$ cat config.mk
export PLATFORM = sky130hd
export DESIGN_NAME = raid_rebuild_ctrl
export DESIGN_NICKNAME = d
export VERILOG_FILES = /design/src/rtl/raid_rebuild_ctrl.sv
export SDC_FILE = /design/constraint.sdc
export NUM_CORES = 1
export LEC_CHECK = 0
export CORE_MARGIN = 2
export CORE_UTILIZATION = 35
export CTS_CLUSTER_DIAMETER = 50
export CTS_CLUSTER_SIZE = 16
export DETAILED_ROUTE_END_ITERATION = 8
export PLACE_DENSITY = 0.77
export SYNTH_ARGS = -nofsm -noshare
export SYNTH_HDL_FRONTEND = slang
export SYNTH_SLANG_ARGS = --single-unit
$ cat constraint.sdc
create_clock -name clk -period 5.6 [get_ports clk]
set_input_delay 1.12 -clock clk [delete_from_list [all_inputs] [get_ports clk]]
set_output_delay 1.12 -clock clk [all_outputs]
set_load 0.01 [all_outputs]
$ cat src/rtl/raid_rebuild_ctrl.sv
// Rebuilds one failed SD card of a three-card XOR set, stripe by stripe:
// read the two survivors into a 128-word buffer, then write the buffer to the failed card.
module raid_rebuild_ctrl (
   input  logic        clk,
   input  logic        n_rst,
   input  logic        start,
   input  logic [1:0]  failed_sd,
   input  logic [31:0] base_blk,
   input  logic [10:0] stripe_cnt,
   input  logic        sd_ready,
   input  logic [5:0]  sd_error,
   input  logic [31:0] sd1out,
   input  logic [31:0] sd2out,
   input  logic [31:0] sd3out,
   input  logic [31:0] buf_r_data,
   output logic        sd_start,
   output logic        sd_mode,
   output logic [2:0]  sd_sel,
   output logic [31:0] sd_block_no,
   output logic        sd_load_enable,
   output logic [31:0] sd_wdata,
   output logic        buf_w_enable,
   output logic        buf_r_enable,
   output logic [6:0]  buf_addr,
   output logic [31:0] buf_w_data,
   output logic        busy,
   output logic        done,
   output logic        error,
   output logic [10:0] stripes_done
);

   typedef enum logic [2:0] {
      IDLE, RD_START, RD_XFER, WR_START, WR_XFER, NEXT, DONE, ERR
   } state_t;

   state_t      state_q, state_d;
   logic [1:0]  fsd_q, fsd_d;
   logic [31:0] base_q, base_d;
   logic [10:0] cnt_q, cnt_d;
   logic [10:0] sdone_q, sdone_d;
   logic [6:0]  word_q, word_d;
   logic [1:0]  retry_q, retry_d;
   logic        error_q, error_d;

   logic [2:0]  fail_oh;
   logic [2:0]  surv;
   logic [2:0]  xfer_sel;
   logic        err_hit;
   logic [31:0] rd_xor;

   always_comb begin
      fail_oh = 3'b000;
      case (fsd_q)
         2'd1:    fail_oh = 3'b001;
         2'd2:    fail_oh = 3'b010;
         2'd3:    fail_oh = 3'b100;
         default: fail_oh = 3'b000;
      endcase
   end

   assign surv     = ~fail_oh;
   assign xfer_sel = (state_q == RD_XFER) ? surv : fail_oh;
   // Only cards taking part in the current transfer can fail it.
   assign err_hit  = ((|sd_error[1:0]) & xfer_sel[0]) |
                     ((|sd_error[3:2]) & xfer_sel[1]) |
                     ((|sd_error[5:4]) & xfer_sel[2]);
   assign rd_xor   = (surv[0] ? sd1out : 32'd0) ^
                     (surv[1] ? sd2out : 32'd0) ^
                     (surv[2] ? sd3out : 32'd0);

   assign sd_block_no  = base_q + {21'd0, sdone_q};
   assign busy         = (state_q != IDLE);
   assign error        = error_q;
   assign stripes_done = sdone_q;

   // sd_ready=1 means exactly one word moved this cycle; an error in the same cycle voids it.
   always_comb begin
      state_d        = state_q;
      fsd_d          = fsd_q;
      base_d         = base_q;
      cnt_d          = cnt_q;
      sdone_d        = sdone_q;
      word_d         = word_q;
      retry_d        = retry_q;
      error_d        = error_q;
      sd_start       = 1'b0;
      sd_mode        = 1'b0;
      sd_sel         = 3'b000;
      sd_load_enable = 1'b0;
      sd_wdata       = 32'd0;
      buf_w_enable   = 1'b0;
      buf_r_enable   = 1'b0;
      buf_addr       = 7'd0;
      buf_w_data     = 32'd0;
      done           = 1'b0;
      case (state_q)
         IDLE: begin
            if (start && (failed_sd != 2'd0)) begin
               fsd_d   = failed_sd;
               base_d  = base_blk;
               cnt_d   = stripe_cnt;
               sdone_d = 11'd0;
               word_d  = 7'd0;
               retry_d = 2'd0;
               error_d = 1'b0;
               state_d = (stripe_cnt != 11'd0) ? RD_START : DONE;
            end
         end
         RD_START: begin
            sd_start = 1'b1;
            sd_sel   = surv;
            state_d  = RD_XFER;
         end
         RD_XFER: begin
            buf_addr   = word_q;
            buf_w_data = rd_xor;
            if (err_hit) begin
               word_d = 7'd0;
               if (retry_q == 2'd2) begin
                  error_d = 1'b1;
                  state_d = ERR;
               end else begin
                  retry_d = retry_q + 2'd1;
                  state_d = RD_START;
               end
            end else if (sd_ready) begin
               sd_load_enable = 1'b1;
               buf_w_enable   = 1'b1;
               word_d         = word_q + 7'd1;
               if (word_q == 7'd127) begin
                  retry_d = 2'd0;
                  state_d = WR_START;
               end
            end
         end
         WR_START: begin
            sd_start = 1'b1;
            sd_mode  = 1'b1;
            sd_sel   = fail_oh;
            state_d  = WR_XFER;
         end
         WR_XFER: begin
            buf_r_enable = 1'b1;
            buf_addr     = word_q;
            sd_wdata     = buf_r_data;
            if (err_hit) begin
               word_d = 7'd0;
               if (retry_q == 2'd2) begin
                  error_d = 1'b1;
                  state_d = ERR;
               end else begin
                  retry_d = retry_q + 2'd1;
                  state_d = WR_START;
               end
            end else if (sd_ready) begin
               sd_load_enable = 1'b1;
               word_d         = word_q + 7'd1;
               if (word_q == 7'd127) state_d = NEXT;
            end
         end
         NEXT: begin
            sdone_d = sdone_q + 11'd1;
            if (({1'b0, sdone_q} + 12'd1) < {1'b0, cnt_q}) begin
               retry_d = 2'd0;
               state_d = RD_START;
            end else begin
               state_d = DONE;
            end
         end
         DONE: begin
            done    = 1'b1;
            state_d = IDLE;
         end
         ERR:     state_d = IDLE;
         default: state_d = IDLE;
      endcase
   end

   always_ff @(posedge clk) begin
      if (!n_rst) begin
         state_q <= IDLE;
         fsd_q   <= 2'd0;
         base_q  <= 32'd0;
         cnt_q   <= 11'd0;
         sdone_q <= 11'd0;
         word_q  <= 7'd0;
         retry_q <= 2'd0;
         error_q <= 1'b0;
      end else begin
         state_q <= state_d;
         fsd_q   <= fsd_d;
         base_q  <= base_d;
         cnt_q   <= cnt_d;
         sdone_q <= sdone_d;
         word_q  <= word_d;
         retry_q <= retry_d;
         error_q <= error_d;
      end
   end

endmodule

==> impl_summary.log <==
[metrics] outcome: finished, final reports clean
[metrics] starting density of the core: 35.82%
[metrics] crit end category: primary output
[metrics] number of gates given a new drive strength after cts: 0
[metrics] die outline height: 148.1 µm
[metrics] GRT Util Overall: 20.71%
[metrics] Multi-input gate area: roughly 5600 µm²
[metrics] Post-CTS Setup Bufs: 0
[metrics] Int Power: 1.729 mW
[metrics] fraction of final layout cells with drive strength greater than 1: under 10%
[metrics] antenna violations before repair: 2
[metrics] setup slack, reg-to-reg: 2.31 ns
[metrics] clock root cell: sky130_fd_sc_hd__clkbuf_16
[metrics] Switching Power: 1.090 mW
[metrics] Worst EP required: roughly 4.5 ns
[metrics] Area Overhead vs Synth: 49.23%
[metrics] IO buf count: 307
[metrics] commonest cells after routing, fill and taps aside: sky130_fd_sc_hd__clkdlybuf4s50_1, sky130_fd_sc_hd__nand2_1, sky130_fd_sc_hd__xnor2_1
[metrics] maximum fanout encountered on the critical timing path: 11
[metrics] slew at the pin with the worst max-slew slack: roughly 1.1 ns
[metrics] sequential share of power: between 20% and 30%
[metrics] PnR Total Power: ~2.8 mW
[metrics] fillcell total: approximately 1900
[metrics] maximum root-to-sink buffer count: 2
[metrics] clock insertion delay at the later pin of the skew report: 0.34 ns
[metrics] die footprint: 21940 µm²
[metrics] gate count after technology mapping: around 1000
[metrics] GR Overflow Total: 0
[metrics] total routed wirelength: between 20 and 25 mm
[metrics] Crit path arrival time: 3.52 ns
[metrics] count of warnings emitted by yosys: 0
[metrics] Crit Path Category: reg2out
[metrics] destination of the critical timing path: sd_block_no[23]
[metrics] post-detailed-route wirelength per cell: 15.82 µm
[metrics] class of the tightest hold or removal check: reg2reg
[metrics] dominant register cell in the synthesized netlist: sky130_fd_sc_hd__dfxtp_1
[metrics] share of total power in combinational logic: ~54%
[metrics] sequential cell area in the final layout: about 1400 µm²
[metrics] post-detailed-route via-to-cell ratio: a little over 5
[metrics] net total in the final layout: around 1500
[metrics] leakage power: just under 4 nW
[metrics] number of pins exceeding their max-slew limit in the final report: 0
[metrics] most common cell after layout, fill and taps aside: sky130_fd_sc_hd__clkdlybuf4s50_1
[metrics] setup repair after global routing missed its margin: false
[metrics] antenna-violating nets left: 0
[metrics] final setup violation count: 0
[metrics] gp weighted congestion: just under 0.9
[metrics] worst flop-to-flop path endpoint: retry_q[0]
[metrics] Max Freq: 215.5 MHz
[metrics] I/O pin total: between 300 and 400
[metrics] Net Count, Synth: 1186
[metrics] first-pass GRT wire length: 37.12 mm
[metrics] number of optimization iterations in the first detailed-route pass: 4
[metrics] post-route DRC violation count: 0
[metrics] HPWL reported at the end of detailed placement: approximately 18 mm
[metrics] TritonCTS clock tree: built
[metrics] vias in the first global route: slightly above 7000
[metrics] max-cap violations: 0
[metrics] maximum number of pins on one net before global-route repair: 68
[metrics] Worst Setup Start Kind: flip-flop
[metrics] relative contribution of the clock network to total power: between 20 and 25%
[metrics] number of cells on the worst reg-to-reg path: 12
[metrics] startpoint of the worst-slack reg-to-reg timing path: stripes_done[0]
[metrics] Worst-path clk slew: approximately 0.050 ns
[metrics] TritonCTS buffer count: 9
[metrics] peak supply drop: approximately 0.00016 V
[metrics] final number of hold-violating endpoints: 0
[metrics] Rows: 52
[metrics] fin crit period: 4.641 ns
[metrics] Post-Route Skew: between 0.008 and 0.009 ns
[metrics] total negative slack: 0 ns
[metrics] ys async rst share: 0%
[metrics] TritonCTS sink count: 69
[metrics] CTS HTree Levels: 3
[metrics] timing startpoint of the critical path: stripes_done[3]
[metrics] Post-Syn Area: between 7000 and 8000 µm²
[metrics] post-synthesis register bit count: 69
[metrics] number of synthesized flops with an enable pin: 0
[metrics] DRC violation total after the first TritonRoute iteration: 330
[metrics] fraction of power spent switching nets: between 30% and 40%
[metrics] portion of the post-synthesis area used by sequential elements: a little under a fifth
[metrics] worst-case headroom to the max-slew limit: between 20% and 30%
[metrics] horizontal die dimension: about 150 µm
[metrics] Yosys cell types: 52
[metrics] post-synthesis average cell area: approximately 7.4 µm²
[metrics] Power Dens Cells: ~260 nW/µm²
[metrics] ratio of final minimum period to clock period: 82.87%
[metrics] CTS Hold Bufs: 0
[metrics] number of vias after detailed routing: between 7000 and 8000
[metrics] placeable core region: slightly above 20000 µm²
-- worst min-delay path by stage --
stage                from          to  depth (start not counted)
3_3_place_gp   retry_q[0]  retry_q[0]                          2
6_report       retry_q[0]  retry_q[0]                          2
4_1_cts        retry_q[0]  retry_q[0]                          2
5_1_grt        retry_q[0]  retry_q[0]                          2
2_1_floorplan  retry_q[0]  retry_q[0]                          2
3_5_place_dp   retry_q[0]  retry_q[0]                          2
-- power by group through the flow --
stage	Clock [mW]	Sequential [mW]	Combinational, mW
finish	0.618	0.676	1.53
global route	0.646	0.690	1.66
CTS	0.627	0.676	1.53
detailed placement	0	0.687	1.52
global placement	0	0.682	1.50
floorplan	0	0.607	0.903
-- state kept, by name (all words and copies together) (netlist names) --
register and cells:
fsd_q 2, retry_q 2, word_q 7, error 1, state_q 3, stripes_done 11
cnt_q 11, base_q 32
-- layer usage --
layer / up-vias / global-route usage (%) / share of wire, %
met3: 35 / 4.049 / 6.2
met5: - / 0 / 0
li1: 4019 / - / -
met1: 3644 / 26.75 / 45
met4: 0 / 6.048 / 2.1
met2: 221 / 35.09 / 47
-- worst max-delay path, stage by stage, from the launching register on --
cell	delay, ns
sky130_fd_sc_hd__dfxtp_1	0.47
sky130_fd_sc_hd__ha_1	0.34
sky130_fd_sc_hd__a21o_1	0.19
sky130_fd_sc_hd__a21oi_1	0.24
sky130_fd_sc_hd__nand3_1	0.13
sky130_fd_sc_hd__a31oi_1	0.87
sky130_fd_sc_hd__nor3_1	0.14
sky130_fd_sc_hd__xor2_1	0.23
sky130_fd_sc_hd__clkdlybuf4s50_1	0.57
-- per-stage QoR --
| stage | cell area, µm² | hold slack [ns] | std cells | util, % | setup WS, ns |
|---|---|---|---|---|---|
| finish | 10850 | 0.4608 | 1523 | 53.45 | 0.9592 |
| global route | 10850 | 0.4914 | 1523 | 53.45 | 0.6534 |
| CTS | 10850 | 0.4672 | 1522 | 53.44 | 0.9581 |
| detailed placement | 10530 | 0.4608 | 1506 | 51.87 | 0.9882 |
| global placement | 10530 | 0.4465 | 1506 | 51.87 | 1.093 |
| floorplan | 7271 | 0.4347 | 977 | - | 2.151 |
-- layout make-up --
class / instances / area share [%]
multi-input cells: 829 / 51.59
repair buffers: 313 / 28.69
clock buffers: 13 / 2.306
clock inverters: 3 / 0.6342
well taps: 270 / 3.113
flip-flops and latches: 69 / 12.78
diodes: 1 / 0.02306
inverters: 25 / 0.8649
-- Yosys cell counts, types with 5 or more instances --
cell type	n	area [µm²]
sky130_fd_sc_hd__o21a_1	7	52.55
sky130_fd_sc_hd__nand4_1	9	56.30
sky130_fd_sc_hd__nand2b_1	40	250.2
sky130_fd_sc_hd__nand3_1	28	140.1
sky130_fd_sc_hd__and3_1	8	50.05
sky130_fd_sc_hd__nor2_1	32	120.1
sky130_fd_sc_hd__xor2_1	20	175.2
sky130_fd_sc_hd__a21oi_1	51	255.2
sky130_fd_sc_hd__a211oi_1	37	277.8
sky130_fd_sc_hd__nor2b_1	39	244.0
sky130_fd_sc_hd__nand2_1	133	499.2
sky130_fd_sc_hd__a221oi_1	32	280.3
sky130_fd_sc_hd__a21o_1	5	37.54
sky130_fd_sc_hd__ha_1	25	312.8
sky130_fd_sc_hd__o21ai_0	19	95.09
sky130_fd_sc_hd__nor3_1	43	215.2
sky130_fd_sc_hd__dfxtp_1	69	1381
sky130_fd_sc_hd__xnor2_1	85	744.5
sky130_fd_sc_hd__mux2i_1	66	660.6
sky130_fd_sc_hd__and2_1	43	269.0
sky130_fd_sc_hd__a31oi_1	6	37.54
sky130_fd_sc_hd__a21boi_0	53	397.9
sky130_fd_sc_hd__inv_1	25	93.84
sky130_fd_sc_hd__clkbuf_1	46	172.7
sky130_fd_sc_hd__buf_2	8	40.04
-- logic make-up after synthesis --
group	share of synthesized area (%)
AO/OA/AOI/OAI	22.29
XOR/XNOR	12.65
adder cells (fa/ha/maj)	4.578
buffers and inverters	4.216
flip-flops	19.00
multiplexers	9.086
AND/OR/NAND/NOR	28.19
Power figures use the tool's default switching activity.
